File: config.mk
export PLATFORM = sky130hd
export DESIGN_NAME = decompression_arbiter_flat
export DESIGN_NICKNAME = d
export VERILOG_FILES = /design/src/rtl/decompression_arbiter_pkg.sv /design/src/rtl/axi4s.sv /design/src/rtl/decompression_arbiter_fifo.sv /design/src/rtl/decompression_arbiter_gunzip.sv /design/src/rtl/decompression_arbiter.sv /design/src/flat_wrapper.sv
export SDC_FILE = /design/constraint.sdc
export NUM_CORES = 2
export LEC_CHECK = 0
export ABC_CLOCK_PERIOD_IN_PS = 18370
export BUFFER_PORTS_ARGS = -buffer_cell sky130_fd_sc_hd__buf_2
export CAP_MARGIN = 20
export CORE_AREA = 2 2 449 451
export DETAILED_ROUTE_END_ITERATION = 6
export DIE_AREA = 0 0 451 453
export GPL_ROUTABILITY_DRIVEN = 0
export PLACE_DENSITY_LB_ADDON = 0.05
export SYNTH_ARGS = -nofsm -noshare
export SYNTH_HDL_FRONTEND = slang
export SYNTH_HIERARCHICAL = 1
export SYNTH_SLANG_ARGS = --single-unit
File: constraint.sdc
create_clock -name aclk -period 18.37 [get_ports aclk]
set_input_delay 1.837 -clock aclk [delete_from_list [all_inputs] [get_ports aclk]]
set_output_delay 1.837 -clock aclk [all_outputs]
set_load 0.03 [all_outputs]
File: src/rtl/decompression_arbiter_pkg.sv
// decompression_arbiter_pkg: shared sizes, header layout and state encodings for the decompression path
package decompression_arbiter_pkg;
    localparam int PAGE_SIZE       = 4096;
    localparam int PAGE_SIZE_WIDTH = $clog2(PAGE_SIZE) + 1;
    localparam int COMP_CORES      = 4;
    localparam int AXI_DATA_BITS   = 512;
    localparam int AXI_KEEP_BITS   = AXI_DATA_BITS / 8;

    typedef logic [PAGE_SIZE_WIDTH-1:0] page_size_t;

    typedef struct packed {
        page_size_t uncom_size;
        page_size_t com_size;
    } dec_hdr_t;

    typedef enum logic [1:0] {IN_HDR, IN_BODY, IN_DROP} in_state_t;
    typedef enum logic [1:0] {GZ_IDLE, GZ_BODY, GZ_WAIT, GZ_EMIT} gz_state_t;

    function automatic logic size_ok(page_size_t s);
        return (s != '0) && (s <= page_size_t'(PAGE_SIZE));
    endfunction

    function automatic page_size_t keep_bytes(logic [AXI_KEEP_BITS-1:0] k);
        return page_size_t'($countones(k));
    endfunction
endpackage

File: src/rtl/axi4s.sv
// axi4s: AXI4-Stream bundle; s = sink side, m = source side
interface axi4s #(parameter int DATA_BITS = 512);
    logic [DATA_BITS-1:0]   tdata;
    logic [DATA_BITS/8-1:0] tkeep;
    logic                   tlast;
    logic                   tvalid;
    logic                   tready;
    modport s (input tdata, tkeep, tlast, tvalid, output tready);
    modport m (output tdata, tkeep, tlast, tvalid, input tready);
endinterface

File: src/rtl/decompression_arbiter_fifo.sv
// decompression_arbiter_fifo: synchronous FIFO, show-ahead head on o_dout
// Ports: clk, rst (sync, active-high), i_push/i_din, i_pop, o_dout, o_full, o_empty.
// Callers never push when full or pop when empty.
module decompression_arbiter_fifo #(
    parameter int WIDTH = 8,
    parameter int DEPTH = 4
) (
    input  logic             clk,
    input  logic             rst,
    input  logic             i_push,
    input  logic [WIDTH-1:0] i_din,
    input  logic             i_pop,
    output logic [WIDTH-1:0] o_dout,
    output logic             o_full,
    output logic             o_empty
);
    localparam int AW = DEPTH > 1 ? $clog2(DEPTH) : 1;
    localparam int CW = AW + 1;

    logic [WIDTH-1:0] r_mem [DEPTH];
    logic [AW-1:0]    r_wp, r_rp;
    logic [CW-1:0]    r_cnt;

    function automatic logic [AW-1:0] inc(logic [AW-1:0] p);
        return p == AW'(DEPTH - 1) ? '0 : p + AW'(1);
    endfunction

    always_ff @(posedge clk) begin
        if (i_push) r_mem[r_wp] <= i_din;
    end

    always_ff @(posedge clk) begin
        if (rst) begin
            r_wp  <= '0;
            r_rp  <= '0;
            r_cnt <= '0;
        end else begin
            if (i_push) r_wp <= inc(r_wp);
            if (i_pop) r_rp <= inc(r_rp);
            r_cnt <= r_cnt + CW'(i_push) - CW'(i_pop);
        end
    end

    assign o_dout  = r_mem[r_rp];
    assign o_full  = r_cnt == CW'(DEPTH);
    assign o_empty = r_cnt == '0;
endmodule

File: src/rtl/decompression_arbiter_gunzip.sv
// GunzipWrapper: stand-in gunzip core with a fixed, predictable page generator
// Ports: clk, rst_n (sync, active-low), i_data (compressed body in), o_data (page out).
// The first body beat carries {seed[63:32], delay[31:16], len[PW-1:0]}; the rest of the
// body is absorbed. After the body and `delay` idle cycles it emits `len` bytes as beats
// whose 32-bit words all equal seed+beat_index. One frame at a time.
module GunzipWrapper
    import decompression_arbiter_pkg::*;
(
    input logic clk,
    input logic rst_n,
    axi4s.s     i_data,
    axi4s.m     o_data
);
    localparam int PW = PAGE_SIZE_WIDTH;
    localparam int KB = AXI_KEEP_BITS;
    localparam int KW = $clog2(KB);

    gz_state_t  r_state, w_next;
    page_size_t r_rem;
    logic [15:0] r_dly;
    logic [31:0] r_word;
    logic        w_last, w_in_rdy, w_out_vld;

    assign w_last = r_rem <= page_size_t'(KB);

    always_comb begin
        w_next    = r_state;
        w_in_rdy  = 1'b0;
        w_out_vld = 1'b0;
        case (r_state)
            GZ_IDLE, GZ_BODY: begin
                w_in_rdy = 1'b1;
                if (i_data.tvalid) w_next = i_data.tlast ? GZ_WAIT : GZ_BODY;
            end
            GZ_WAIT: w_next = r_dly == '0 ? GZ_EMIT : GZ_WAIT;
            default: begin
                w_out_vld = 1'b1;
                if (o_data.tready && w_last) w_next = GZ_IDLE;
            end
        endcase
    end

    always_ff @(posedge clk) begin
        if (!rst_n) begin
            r_state <= GZ_IDLE;
            r_rem   <= '0;
            r_dly   <= '0;
            r_word  <= '0;
        end else begin
            r_state <= w_next;
            if (r_state == GZ_IDLE && i_data.tvalid) begin
                r_rem  <= i_data.tdata[PW-1:0];
                r_dly  <= i_data.tdata[31:16];
                r_word <= i_data.tdata[63:32];
            end
            if (r_state == GZ_WAIT && r_dly != '0) r_dly <= r_dly - 16'd1;
            if (r_state == GZ_EMIT && o_data.tready) begin
                r_rem  <= w_last ? '0 : r_rem - page_size_t'(KB);
                r_word <= r_word + 32'd1;
            end
        end
    end

    assign i_data.tready = w_in_rdy;
    assign o_data.tvalid = w_out_vld;
    assign o_data.tlast  = w_last;
    assign o_data.tdata  = {(AXI_DATA_BITS/32){r_word}};
    assign o_data.tkeep  = r_rem >= page_size_t'(KB) ? {KB{1'b1}} : (KB'(1) << r_rem[KW-1:0]) - KB'(1);
endmodule

File: src/rtl/decompression_arbiter.sv
// decompression_arbiter: parses framed gzip pages, dispatches round-robin to gunzip cores, re-collects in order
// Ports: aclk, areset (sync, active-high), i_data (header beat + body, tlast ends frame),
//        o_data (one page per frame), o_hdr_err/o_clen_err/o_ulen_err (1-cycle registered pulses),
//        o_busy (frames in flight).
module decompression_arbiter
    import decompression_arbiter_pkg::*;
#(
    parameter int N_CORES          = COMP_CORES,
    parameter int ORDER_FIFO_DEPTH = 2 * N_CORES
) (
    input  logic aclk,
    input  logic areset,
    axi4s.s      i_data,
    axi4s.m      o_data,
    output logic o_hdr_err,
    output logic o_clen_err,
    output logic o_ulen_err,
    output logic o_busy
);
    localparam int PW = PAGE_SIZE_WIDTH;
    localparam int SW = N_CORES > 1 ? $clog2(N_CORES) : 1;
    localparam page_size_t CNT_MAX = page_size_t'(PAGE_SIZE + 64);

    in_state_t  r_state, w_state;
    logic [SW-1:0] r_in_sel, w_in_sel, r_out_sel, w_out_sel;
    page_size_t r_in_cnt, w_in_cnt, r_com, w_com, r_out_cnt, w_out_cnt;
    page_size_t w_in_sum, w_out_sum, w_fifo_head;
    logic r_rst_q, w_blk, w_in_rdy, w_push, w_pop, w_fifo_full, w_fifo_empty;
    logic r_hdr_err, r_clen_err, r_ulen_err, w_hdr_err, w_clen_err, w_ulen_err;
    dec_hdr_t w_hdr;
    logic [N_CORES-1:0] w_ci_valid, w_ci_ready, w_co_valid, w_co_ready, w_co_last;
    logic [AXI_DATA_BITS-1:0] w_co_data [N_CORES];
    logic [AXI_KEEP_BITS-1:0] w_co_keep [N_CORES];

    function automatic logic [SW-1:0] wrap(logic [SW-1:0] s);
        return s == SW'(N_CORES - 1) ? '0 : s + SW'(1);
    endfunction

    // r_rst_q keeps both stream interfaces quiet for the cycle following reset
    assign w_blk     = areset | r_rst_q;
    assign w_hdr     = dec_hdr_t'(i_data.tdata[2*PW-1:0]);
    assign w_in_sum  = r_in_cnt + keep_bytes(i_data.tkeep);
    assign w_out_sum = r_out_cnt + keep_bytes(w_co_keep[r_out_sel]);
    assign i_data.tready = w_in_rdy;

    always_comb begin
        w_state    = r_state;
        w_in_sel   = r_in_sel;
        w_in_cnt   = r_in_cnt;
        w_com      = r_com;
        w_push     = 1'b0;
        w_hdr_err  = 1'b0;
        w_clen_err = 1'b0;
        w_in_rdy   = 1'b0;
        w_ci_valid = '0;
        case (r_state)
            IN_HDR: begin
                w_in_rdy = !w_fifo_full && !w_blk;
                if (i_data.tvalid && w_in_rdy) begin
                    if (i_data.tlast) begin
                        w_hdr_err = 1'b1;
                    end else if (size_ok(w_hdr.com_size) && size_ok(w_hdr.uncom_size)) begin
                        w_push   = 1'b1;
                        w_com    = w_hdr.com_size;
                        w_in_cnt = '0;
                        w_state  = IN_BODY;
                    end else begin
                        w_hdr_err = 1'b1;
                        w_state   = IN_DROP;
                    end
                end
            end
            IN_BODY: begin
                w_ci_valid[r_in_sel] = i_data.tvalid && !w_blk;
                w_in_rdy = w_ci_ready[r_in_sel] && !w_blk;
                if (i_data.tvalid && w_in_rdy) begin
                    // saturate so an oversize body can never wrap back onto com_size
                    w_in_cnt = w_in_sum > CNT_MAX ? CNT_MAX : w_in_sum;
                    if (i_data.tlast) begin
                        w_clen_err = w_in_sum != r_com;
                        w_in_sel   = wrap(r_in_sel);
                        w_state    = IN_HDR;
                    end
                end
            end
            default: begin
                w_in_rdy = !w_blk;
                if (i_data.tvalid && w_in_rdy && i_data.tlast) w_state = IN_HDR;
            end
        endcase
    end

    always_comb begin
        o_data.tdata  = w_co_data[r_out_sel];
        o_data.tkeep  = w_co_keep[r_out_sel];
        o_data.tlast  = w_co_last[r_out_sel];
        o_data.tvalid = w_co_valid[r_out_sel] && !w_fifo_empty && !w_blk;
    end

    always_comb begin
        w_out_sel  = r_out_sel;
        w_out_cnt  = r_out_cnt;
        w_pop      = 1'b0;
        w_ulen_err = 1'b0;
        w_co_ready = '0;
        w_co_ready[r_out_sel] = o_data.tready && !w_fifo_empty && !w_blk;
        if (w_co_valid[r_out_sel] && w_co_ready[r_out_sel]) begin
            w_out_cnt = w_out_sum;
            if (w_co_last[r_out_sel]) begin
                w_pop      = 1'b1;
                w_ulen_err = w_out_sum != w_fifo_head;
                w_out_cnt  = '0;
                w_out_sel  = wrap(r_out_sel);
            end
        end
    end

    always_ff @(posedge aclk) begin
        r_rst_q <= areset;
        if (areset) begin
            r_state    <= IN_HDR;
            r_in_sel   <= '0;
            r_out_sel  <= '0;
            r_in_cnt   <= '0;
            r_out_cnt  <= '0;
            r_com      <= '0;
            r_hdr_err  <= 1'b0;
            r_clen_err <= 1'b0;
            r_ulen_err <= 1'b0;
        end else begin
            r_state    <= w_state;
            r_in_sel   <= w_in_sel;
            r_out_sel  <= w_out_sel;
            r_in_cnt   <= w_in_cnt;
            r_out_cnt  <= w_out_cnt;
            r_com      <= w_com;
            r_hdr_err  <= w_hdr_err;
            r_clen_err <= w_clen_err;
            r_ulen_err <= w_ulen_err;
        end
    end

    assign o_hdr_err  = r_hdr_err;
    assign o_clen_err = r_clen_err;
    assign o_ulen_err = r_ulen_err;
    assign o_busy     = !w_blk && (!w_fifo_empty || r_state != IN_HDR);

    decompression_arbiter_fifo #(.WIDTH(PW), .DEPTH(ORDER_FIFO_DEPTH)) u_order (
        .clk     (aclk),
        .rst     (areset),
        .i_push  (w_push),
        .i_din   (w_hdr.uncom_size),
        .i_pop   (w_pop),
        .o_dout  (w_fifo_head),
        .o_full  (w_fifo_full),
        .o_empty (w_fifo_empty)
    );

    for (genvar c = 0; c < N_CORES; c++) begin : g_core
        axi4s #(.DATA_BITS(AXI_DATA_BITS)) w_ci ();
        axi4s #(.DATA_BITS(AXI_DATA_BITS)) w_co ();
        assign w_ci.tdata    = i_data.tdata;
        assign w_ci.tkeep    = i_data.tkeep;
        assign w_ci.tlast    = i_data.tlast;
        assign w_ci.tvalid   = w_ci_valid[c];
        assign w_ci_ready[c] = w_ci.tready;
        assign w_co_valid[c] = w_co.tvalid;
        assign w_co_data[c]  = w_co.tdata;
        assign w_co_keep[c]  = w_co.tkeep;
        assign w_co_last[c]  = w_co.tlast;
        assign w_co.tready   = w_co_ready[c];
        GunzipWrapper u_gz (
            .clk    (aclk),
            .rst_n  (!areset),
            .i_data (w_ci),
            .o_data (w_co)
        );
    end
endmodule

File: src/flat_wrapper.sv
// flat-port wrapper written by rule: the top's interface ports become plain ports
module decompression_arbiter_flat import decompression_arbiter_pkg::*;
#(
    parameter int N_CORES          = COMP_CORES,
    parameter int ORDER_FIFO_DEPTH = 2 * N_CORES
)
  (aclk, areset, o_hdr_err, o_clen_err, o_ulen_err, o_busy, i_data_tdata, i_data_tkeep, i_data_tlast, i_data_tvalid, i_data_tready, o_data_tdata, o_data_tkeep, o_data_tlast, o_data_tvalid, o_data_tready);
  axi4s #(.DATA_BITS((AXI_DATA_BITS))) i_data_i ();
  axi4s #(.DATA_BITS((AXI_DATA_BITS))) o_data_i ();
  input  logic aclk;
  input  logic areset;
  output logic o_hdr_err;
  output logic o_clen_err;
  output logic o_ulen_err;
  output logic o_busy;
  input wire logic [$bits(i_data_i.tdata)-1:0] i_data_tdata;
  input wire logic [$bits(i_data_i.tkeep)-1:0] i_data_tkeep;
  input wire logic [$bits(i_data_i.tlast)-1:0] i_data_tlast;
  input wire logic [$bits(i_data_i.tvalid)-1:0] i_data_tvalid;
  output wire logic [$bits(i_data_i.tready)-1:0] i_data_tready;
  output wire logic [$bits(o_data_i.tdata)-1:0] o_data_tdata;
  output wire logic [$bits(o_data_i.tkeep)-1:0] o_data_tkeep;
  output wire logic [$bits(o_data_i.tlast)-1:0] o_data_tlast;
  output wire logic [$bits(o_data_i.tvalid)-1:0] o_data_tvalid;
  input wire logic [$bits(o_data_i.tready)-1:0] o_data_tready;
  assign i_data_i.tdata = i_data_tdata;
  assign i_data_i.tkeep = i_data_tkeep;
  assign i_data_i.tlast = i_data_tlast;
  assign i_data_i.tvalid = i_data_tvalid;
  assign i_data_tready = i_data_i.tready;
  assign o_data_tdata = o_data_i.tdata;
  assign o_data_tkeep = o_data_i.tkeep;
  assign o_data_tlast = o_data_i.tlast;
  assign o_data_tvalid = o_data_i.tvalid;
  assign o_data_i.tready = o_data_tready;
  decompression_arbiter #(.N_CORES(N_CORES), .ORDER_FIFO_DEPTH(ORDER_FIFO_DEPTH)) u_core (.aclk(aclk), .areset(areset), .i_data(i_data_i), .o_data(o_data_i), .o_hdr_err(o_hdr_err), .o_clen_err(o_clen_err), .o_ulen_err(o_ulen_err), .o_busy(o_busy));
endmodule
## Word-level counts from Yosys, hierarchy flattened

Memory sizes are Yosys's and may differ from the RTL's. A register that Yosys moved wholly into a read port is not among the register bits.
Index checks and enable logic that the tools add are counted.

| storage, ports and cells | value |
|---|---|
| memory bits (read-only) | 0 |
| memories | 1 |
| flip-flop bits (word level) | 311 |
| latch bits | 0 |
| RAM bits | 104 |
| bits of input ports | 581 |

Memories:

| name | words | bits a word | rd ports | clocked after Yosys merged registers in | wr ports | RTL line | RTL |
|---|---|---|---|---|---|---|---|
| u_core.u_order.r_mem | 8 | 13 | 1 | 1 | 1 | decompression_arbiter_fifo.sv:20 | `logic [WIDTH-1:0] r_mem [DEPTH];` |

| operators by class | value |
|---|---|
| shift-type cells | 4 |
| multiply operators | 0 |
| muxes and demuxes | 107 |
| reduce and logical (&&, ||, !) cells | 88 |
| bitwise operators | 11 |
| add/sub/neg operators | 150 |
| div/mod/pow operators | 0 |
| magnitude comparators | 16 |
| equality and inequality tests | 29 |

Operators with widths:

| kind | number |
|---|---|
| binary-select mux 512 bit (select 2 bit) | 1 |
| two-way mux 512 bit | 2 |
| adder 13 bit | 64 |
| two-way mux 64 bit | 6 |
| two-way mux 32 bit | 8 |
| << shifter 1 x 6 -> 64 bit, first input constant | 4 |
| subtractor 64 x 1 -> 64 bit, second input constant | 4 |
| two-way mux 13 bit | 18 |
| adder 1 x 1 -> 2 bit | 64 |
| adder 32 x 1 -> 32 bit, second input constant | 4 |
| binary-select mux 64 bit (select 2 bit) | 1 |
| two-way mux 16 bit | 8 |
| logical NOT 16 bit | 4 |
| nonzero test 16 bit | 4 |
| subtractor 16 x 1 -> 16 bit, second input constant | 4 |
| >= comparator 13 x 7 -> 1 bit, second input constant | 4 |
| less-or-equal comparator 13 x 7 -> 1 bit, second input constant | 4 |
| subtractor 13 x 7 -> 13 bit, second input constant | 4 |
| two-way mux 2 bit | 17 |
| logical AND 1 bit | 33 |
| two-way mux 1 bit | 28 |
| less-or-equal comparator 13 bit, second input constant | 2 |
| != test 13 bit | 2 |
| one-hot mux 13 bit (2 select lines) | 1 |
| other kinds (38) | 114 |

## Longest topological paths before layout

| depth | value |
|---|---|
| depth in word-level cells | 14 |
| depth in mapped cells | 33 |
| depth with buffers taken out | 32 |

## Cells and area by module

Netlist, hierarchy kept.

Modules (own cells, without submodules):

| module | sequential area each (um^2) | cells each | instances | area each (um^2) |
|---|---|---|---|---|
| GunzipWrapper at u_core.g_core[0].u_gz ... | 1261.2 | 1192 | 3 | 8446.9 |
| decompression_arbiter | 980.9 | 1449 | 1 | 20377.0 |
| GunzipWrapper at u_core.g_core[3].u_gz | 1261.2 | 1143 | 1 | 8260.4 |
| decompression_arbiter_fifo | 3383.2 | 223 | 1 | 4654.5 |

## Worst setup path before layout

Ideal clock, no wire load.

| timing path | value |
|---|---|
| kind | reg-to-reg |
| from | register u_core.g_core[3].u_gz.r_rem[8] |
| to | register u_core.r_ulen_err (netlist: u_core/o_ulen_err) |
| path slack | 9.834 ns |
| path buffers | 2 |
| period minus slack after synthesis | 8.536 ns |
| data required time | 18.250 ns |
| setup time | 0.120 ns |
| stages on the path, launching flop included | 28 |
| data arrival time | 8.416 ns |
| cells stage by stage | dfxtp_1 > or4_1 > nor2_1 > nand2_1 > nor2_1 > buf_2 > buf_2 > nand2_1 > mux4_2 > fa_1 > fa_1 > inv_1 > fa_1 > fa_1 > fa_1 > fa_1 > fa_1 > fa_1 > fa_1 > fa_1 > nor2b_1 > o31a_1 > o211ai_1 > a21boi_0 > o2111a_1 > xor2_1 > xor2_1 > o31a_1 |

| between the ends | value |
|---|---|
| longest elaborated chain between the ends | 13 |
| elaborated cells on any way between the ends | 75 |

Ends and longest elaborated chain:

| what | RTL line | RTL |
|---|---|---|
| start: declaration | decompression_arbiter_gunzip.sv:19 | `page_size_t r_rem;` |
| start signal: assignment | decompression_arbiter_gunzip.sv:52 | `r_rem <= i_data.tdata[PW-1:0];` |
| start signal: assignment | decompression_arbiter_gunzip.sv:58 | `r_rem <= w_last ? '0 : r_rem - page_size_t'(KB);` |
| >= comparator 13 x 7 -> 1 bit | decompression_arbiter_gunzip.sv:68 | `assign o_data.tkeep = r_rem >= page_size_t'(KB) ? {KB{1'b1}} : (KB'(1) << r_rem[KW-1:0]) - KB'(1);` |
| two-way mux 64 bit | decompression_arbiter_gunzip.sv:68 |  |
| named net u_core.g_core[3].w_co.tkeep[41] | axi4s.sv:4 | `logic [DATA_BITS/8-1:0] tkeep;` |
| binary-select mux 64 bit (select 2 bit) | n/a |  |
| two-way mux 64 bit (2 in series) | n/a |  |
| named net o_data_tkeep[41] | flat_wrapper.sv:22 | `output wire logic [$bits(o_data_i.tkeep)-1:0] o_data_tkeep;` |
| adder 1 x 1 -> 2 bit (implied by the code) | decompression_arbiter_pkg.sv:24 | `return page_size_t'($countones(k));` |
| adder 13 bit (implied by the code) (5 in series) | decompression_arbiter_pkg.sv:24 |  |
| adder 13 bit | decompression_arbiter.sv:43 | `assign w_out_sum = r_out_cnt + keep_bytes(w_co_keep[r_out_sel]);` |
| != test 13 bit | decompression_arbiter.sv:111 | `w_ulen_err = w_out_sum != w_fifo_head;` |
| end signal: assignment | decompression_arbiter.sv:139 | `r_ulen_err <= w_ulen_err;` |
| end: declaration | decompression_arbiter.sv:29 | `logic r_hdr_err, r_clen_err, r_ulen_err, w_hdr_err, w_clen_err, w_ulen_err;` |

The timed path passes the listed nets, and every way through them passes these cells. The select of a mux whose other input is x is not followed.
A chain may end at the register's enable or synchronous reset.

## Worst setup path after layout

| timing path | value |
|---|---|
| from | register u_core.g_core[0].u_gz.r_rem[0] |
| to | register u_core.r_ulen_err (netlist: u_core/o_ulen_err) |

| between the ends | value |
|---|---|
| longest elaborated chain between the ends | 14 |
| elaborated cells on any way between the ends | 77 |

Ends and longest elaborated chain:

| what | RTL line |
|---|---|
| start: declaration | decompression_arbiter_gunzip.sv:19 |
| start signal: assignment | decompression_arbiter_gunzip.sv:52 |
| start signal: assignment | decompression_arbiter_gunzip.sv:58 |
| << shifter 1 x 6 -> 64 bit | decompression_arbiter_gunzip.sv:68 |
| subtractor 64 x 1 -> 64 bit | decompression_arbiter_gunzip.sv:68 |
| two-way mux 64 bit * | decompression_arbiter_gunzip.sv:68 |
| named net u_core.g_core[0].w_co.tkeep[63] | axi4s.sv:4 |
| binary-select mux 64 bit (select 2 bit) * | decompression_arbiter.sv:43 |
| two-way mux 64 bit (implied by the code) * (2 in series) | decompression_arbiter.sv:43 |
| adder 1 x 1 -> 2 bit (implied by the code) * | decompression_arbiter_pkg.sv:24 |
| adder 13 bit (implied by the code) * (5 in series) | decompression_arbiter_pkg.sv:24 |
| adder 13 bit * | decompression_arbiter.sv:43 |
| != test 13 bit * | decompression_arbiter.sv:111 |

Mark *: on every way through the listed nets, which the timed path passes. The rest lies on a longest branch. The select of a mux whose other input is x is not followed.

==> flow_results.xml <==
<?xml version="1.0" encoding="UTF-8"?>
<metrics>
  <group name="status">
    <metric name="run_status" unit="">complete, no violations</metric>
  </group>
  <group name="sta">
    <metric name="worst_slew_pin_slew" unit="ns">1.16</metric>
    <metric name="slew_viol_final" unit="">0</metric>
    <metric name="final_hold_viols" unit="">0</metric>
    <metric name="slew-limit-headroom" unit="">0.229</metric>
    <metric name="final_period_utilization" unit="">0.561</metric>
    <metric name="rsz0062_at_grt" unit="">false</metric>
    <metric name="timing.final.crit_period" unit="ns">10.31</metric>
    <metric name="final_clock_skew" unit="ns">0.0413</metric>
    <metric name="final-setup-viol-count" unit="">0</metric>
    <metric name="timing.setup.tns" unit="ns">0</metric>
    <metric name="fmaxAchievable" unit="MHz">97.0</metric>
  </group>
  <group name="synth">
    <metric name="synth.cell_area" unit="mm²">0.0586</metric>
    <metric name="synth_ff_type" unit="">sky130_fd_sc_hd__dfxtp_1</metric>
    <metric name="synth_area_leaders" unit="">sky130_fd_sc_hd__buf_4, sky130_fd_sc_hd__mux4_2, sky130_fd_sc_hd__dfxtp_1</metric>
    <metric name="synthMuxAreaShare" unit="">0.245</metric>
    <metric name="top_cell_type_s_share_of_synthesized_area" unit="">0.246</metric>
    <metric name="most_used_standard_cell_by_instance_count_after_synthesis" unit="">sky130_fd_sc_hd__buf_4</metric>
    <metric name="synth_common_cells" unit="">sky130_fd_sc_hd__buf_4, sky130_fd_sc_hd__mux4_2, sky130_fd_sc_hd__nand2_1, sky130_fd_sc_hd__dfxtp_1, sky130_fd_sc_hd__inv_1</metric>
    <metric name="mean_instance_size_in_the_synthesized_netlist" unit="µm²">9.17</metric>
    <metric name="postSynthRegisterBits" unit="">418</metric>
    <metric name="synth_compound_gate_area_share" unit="">0.108</metric>
    <metric name="synth_top_family_by_area" unit="">buffers and inverters</metric>
    <metric name="yosys.area.top_type" unit="">sky130_fd_sc_hd__buf_4</metric>
    <metric name="synth_cells" unit="">6391</metric>
    <metric name="synth_enable_flop_cells" unit="">104</metric>
    <metric name="synth_sequential_area_ratio" unit="">0.160</metric>
    <metric name="yosys_warnings" unit="">6</metric>
    <metric name="postSynthNetCount" unit="">7177</metric>
    <metric name="post_synth_xor_area_fraction" unit="">0.0157</metric>
    <metric name="netlist-cell-type-count" unit="">103</metric>
    <metric name="synth_async_sr_flop_share" unit="">0</metric>
    <metric name="synth-adder-area-share" unit="">0.0582</metric>
    <metric name="post_synth_and_or_nand_nor_area_fraction" unit="">0.125</metric>
  </group>
  <group name="detailed_routing">
    <metric name="post-route-drc-count" unit="">0</metric>
    <metric name="dr.first_iter.drc_count" unit="">3366</metric>
    <metric name="drt_first_pass_iters" unit="">5</metric>
    <metric name="route.detailed.vias_per_inst" unit="">5.36</metric>
    <metric name="via_count" unit="">41200</metric>
    <metric name="drtAntennaViolNets" unit="">0</metric>
    <metric name="wl_per_cell" unit="µm">28.3</metric>
    <metric name="detail_route.wirelength" unit="µm">218000</metric>
  </group>
  <group name="worst_setup_path">
    <metric name="path_common_cell" unit="">sky130_fd_sc_hd__fa_1</metric>
    <metric name="worst_path_dominant_cell_family" unit="">adder cells</metric>
    <metric name="kind_of_start_point_of_the_critical_path" unit="">register</metric>
    <metric name="worst-setup-path-type" unit="">register to register</metric>
    <metric name="worst-r2r-cell-count" unit="">29</metric>
    <metric name="required_time_of_the_worst_setup_path" unit="ns">18.89</metric>
    <metric name="crit_path_end_kind" unit="">register</metric>
    <metric name="cp.buffers_inverters" unit="">5</metric>
    <metric name="critical_path_arrival" unit="ns">10.82</metric>
    <metric name="crit_cells" unit="">29</metric>
    <metric name="timing.critical_path.slowest_stage_cell" unit="">sky130_fd_sc_hd__dfxtp_1</metric>
    <metric name="crit_path_max_fanout" unit="">38</metric>
    <metric name="cp_slowest_stage_delay" unit="ns">0.75</metric>
  </group>
  <group name="placement">
    <metric name="io_buffer_count" unit="">715</metric>
    <metric name="hpwl_after_detailed_placement" unit="µm">161000</metric>
  </group>
  <group name="final_layout">
    <metric name="syn_to_final_growth" unit="%">-10.7</metric>
    <metric name="final_layout_size_suffix_gt1_frac" unit="">0.324</metric>
    <metric name="final_net_count" unit="">5765</metric>
    <metric name="post-route-util" unit="">0.263</metric>
  </group>
  <group name="global_routing">
    <metric name="grt_antenna_before_repair" unit="">32</metric>
    <metric name="grt_pass1_vias" unit="">40800</metric>
    <metric name="pin_count_of_the_biggest_net_entering_global_routing" unit="">183</metric>
    <metric name="grt_usage" unit="">0.206</metric>
    <metric name="grt_pass1_wl" unit="µm">312000</metric>
    <metric name="global_route.overflow_total" unit="">0</metric>
  </group>
  <group name="die">
    <metric name="dieArea" unit="mm²">0.204</metric>
    <metric name="rows" unit="">164</metric>
    <metric name="initial_standard_cell_utilization_of_the_core" unit="">0.294</metric>
    <metric name="die_width" unit="µm">451</metric>
    <metric name="fp.coreArea" unit="mm²">0.199</metric>
    <metric name="io-pin-count" unit="">1164</metric>
    <metric name="floorplan.die.height" unit="µm">453</metric>
  </group>
  <group name="clock_tree">
    <metric name="clk_root_buffer_cell" unit="">sky130_fd_sc_hd__clkbuf_16</metric>
    <metric name="worstSkewPairLatency" unit="ns">0.66</metric>
    <metric name="clock_sinks" unit="">418</metric>
    <metric name="cts.htree.levels" unit="">2</metric>
    <metric name="cts-resized-gates" unit="">0</metric>
    <metric name="clock_tree_from_tritoncts" unit="">built</metric>
    <metric name="clock_pin_slew_reported_for_the_worst_setup_and_hold_paths_after_clock_tree_synthesis" unit="ns">0.06</metric>
    <metric name="post_cts.repair.setup_buffers" unit="">0</metric>
    <metric name="cts-hold-fix-buffers" unit="">0</metric>
    <metric name="cts_buffers" unit="">56</metric>
    <metric name="clk_path_buf_depth" unit="">3</metric>
  </group>
  <group name="hold_path">
    <metric name="min-delay-path-class" unit="">register to register</metric>
    <metric name="worst_hold_path.num_cells" unit="">2</metric>
  </group>
  <group name="flow_run">
    <metric name="maxCapViolations" unit="">0</metric>
  </group>
  <group name="power">
    <metric name="leak_pwr" unit="nW">19.7</metric>
    <metric name="power_density" unit="mW/mm²">73.4</metric>
    <metric name="worst_case_vdd_ir_drop" unit="V">0.000304</metric>
  </group>
</metrics>
==> cell usage in the layout, fill, tap and decap left out, types with 92 or more instances in the layout <==
master / instances
sky130_fd_sc_hd__nand3_1: 223
sky130_fd_sc_hd__nand2_1: 424
sky130_fd_sc_hd__buf_2: 716
sky130_fd_sc_hd__a21oi_1: 236
sky130_fd_sc_hd__nor3_1: 109
sky130_fd_sc_hd__inv_1: 263
sky130_fd_sc_hd__mux4_2: 582
sky130_fd_sc_hd__edfxtp_1: 104
sky130_fd_sc_hd__nor2_1: 256
sky130_fd_sc_hd__dfxtp_1: 312
sky130_fd_sc_hd__fa_1: 113
sky130_fd_sc_hd__o21ai_0: 267
sky130_fd_sc_hd__ha_1: 92
==> registers in the layout (all words and copies together) (netlist names), named ones only <==
register,cells
u_core/g_core.u_gz/r_word,128
u_core/r_in_cnt,13
u_core/r_out_sel,2
u_core/g_core.u_gz/r_dly,64
u_core/r_state,2
u_core/o_ulen_err,1
u_core/r_in_sel,2
u_core/g_core.u_gz/r_state,8
u_core/u_order/r_cnt,4
u_core/o_hdr_err,1
u_core/r_com,13
u_core/r_rst_q,1
u_core/o_clen_err,1
u_core/r_out_cnt,13
u_core/u_order/r_rp,3
u_core/g_core.u_gz/r_rem,52
u_core/u_order/r_wp,3
u_core/u_order/r_mem,104
==> cell families after synthesis <==
| group | after synthesis |
|---|---|
| buffers and inverters | 2551 |
| and+or+nand+nor | 1457 |
| AOI/OAI and AO/OA | 991 |
| muxes | 667 |
| DFF | 418 |
| adders and majority gates | 205 |
| xor gates and xnor gates | 102 |
==> tightest hold or removal path: stages (launching register included) <==
cell,delay (ns)
sky130_fd_sc_hd__dfxtp_1,0.31
sky130_fd_sc_hd__nand2_1,0.05
sky130_fd_sc_hd__o21ai_1,0.05
==> per-stage QoR <==
step,hold slack [ns],cell area (µm²),setup WS [ns],cells,total power [mW]
floorplan,0.427,58600,9.83,6391,2.26
global placement,0.446,50500,7.99,7571,2.82
detailed placement,0.451,50500,8.06,7573,2.80
CTS,0.461,52200,8.03,7673,3.91
global route,0.476,52300,7.62,7684,4.15
finish,0.459,52300,8.06,7690,3.84
==> area by class of cell <==
type	count	area (µm²)
tap	2656	3320
sequential	418	9420
multi-input combinational	3422	32400
clock inverter	18	124
timing repair buffer	811	4410
clock buffer	82	1600
inverter	270	1020
antenna	13	32.5
fill	21400	147000
==> path summary, 6_finish.rpt <==
kind | start | end | slack (ns)
max | u_core/g_core[0].u_gz/r_rem[0] | u_core/o_ulen_err | 8.06
min | u_core/r_in_cnt[7] | u_core/r_in_cnt[7] | 0.46
max reg2reg | u_core/g_core[0].u_gz/r_rem[0] | u_core/o_ulen_err | 8.06
min reg2reg | u_core/r_in_cnt[7] | u_core/r_in_cnt[7] | 0.46
==> routing by layer <==
metal	global-route usage	vias up	share of wire
met5	0	-	0.00024
met4	0.0609	8	0.031
met3	0.0309	249	0.055
met2	0.346	1398	0.48
met1	0.273	21100	0.43
li1	-	18400	-
==> report_power, final <==
group | internal (mW) | total, mW | switching [mW]
Combinational | 0.725 | 1.82 | 1.10
Sequential | 0.943 | 0.945 | 0.00158
Clock | 0.612 | 1.07 | 0.459
Power figures use the tool's default switching activity.
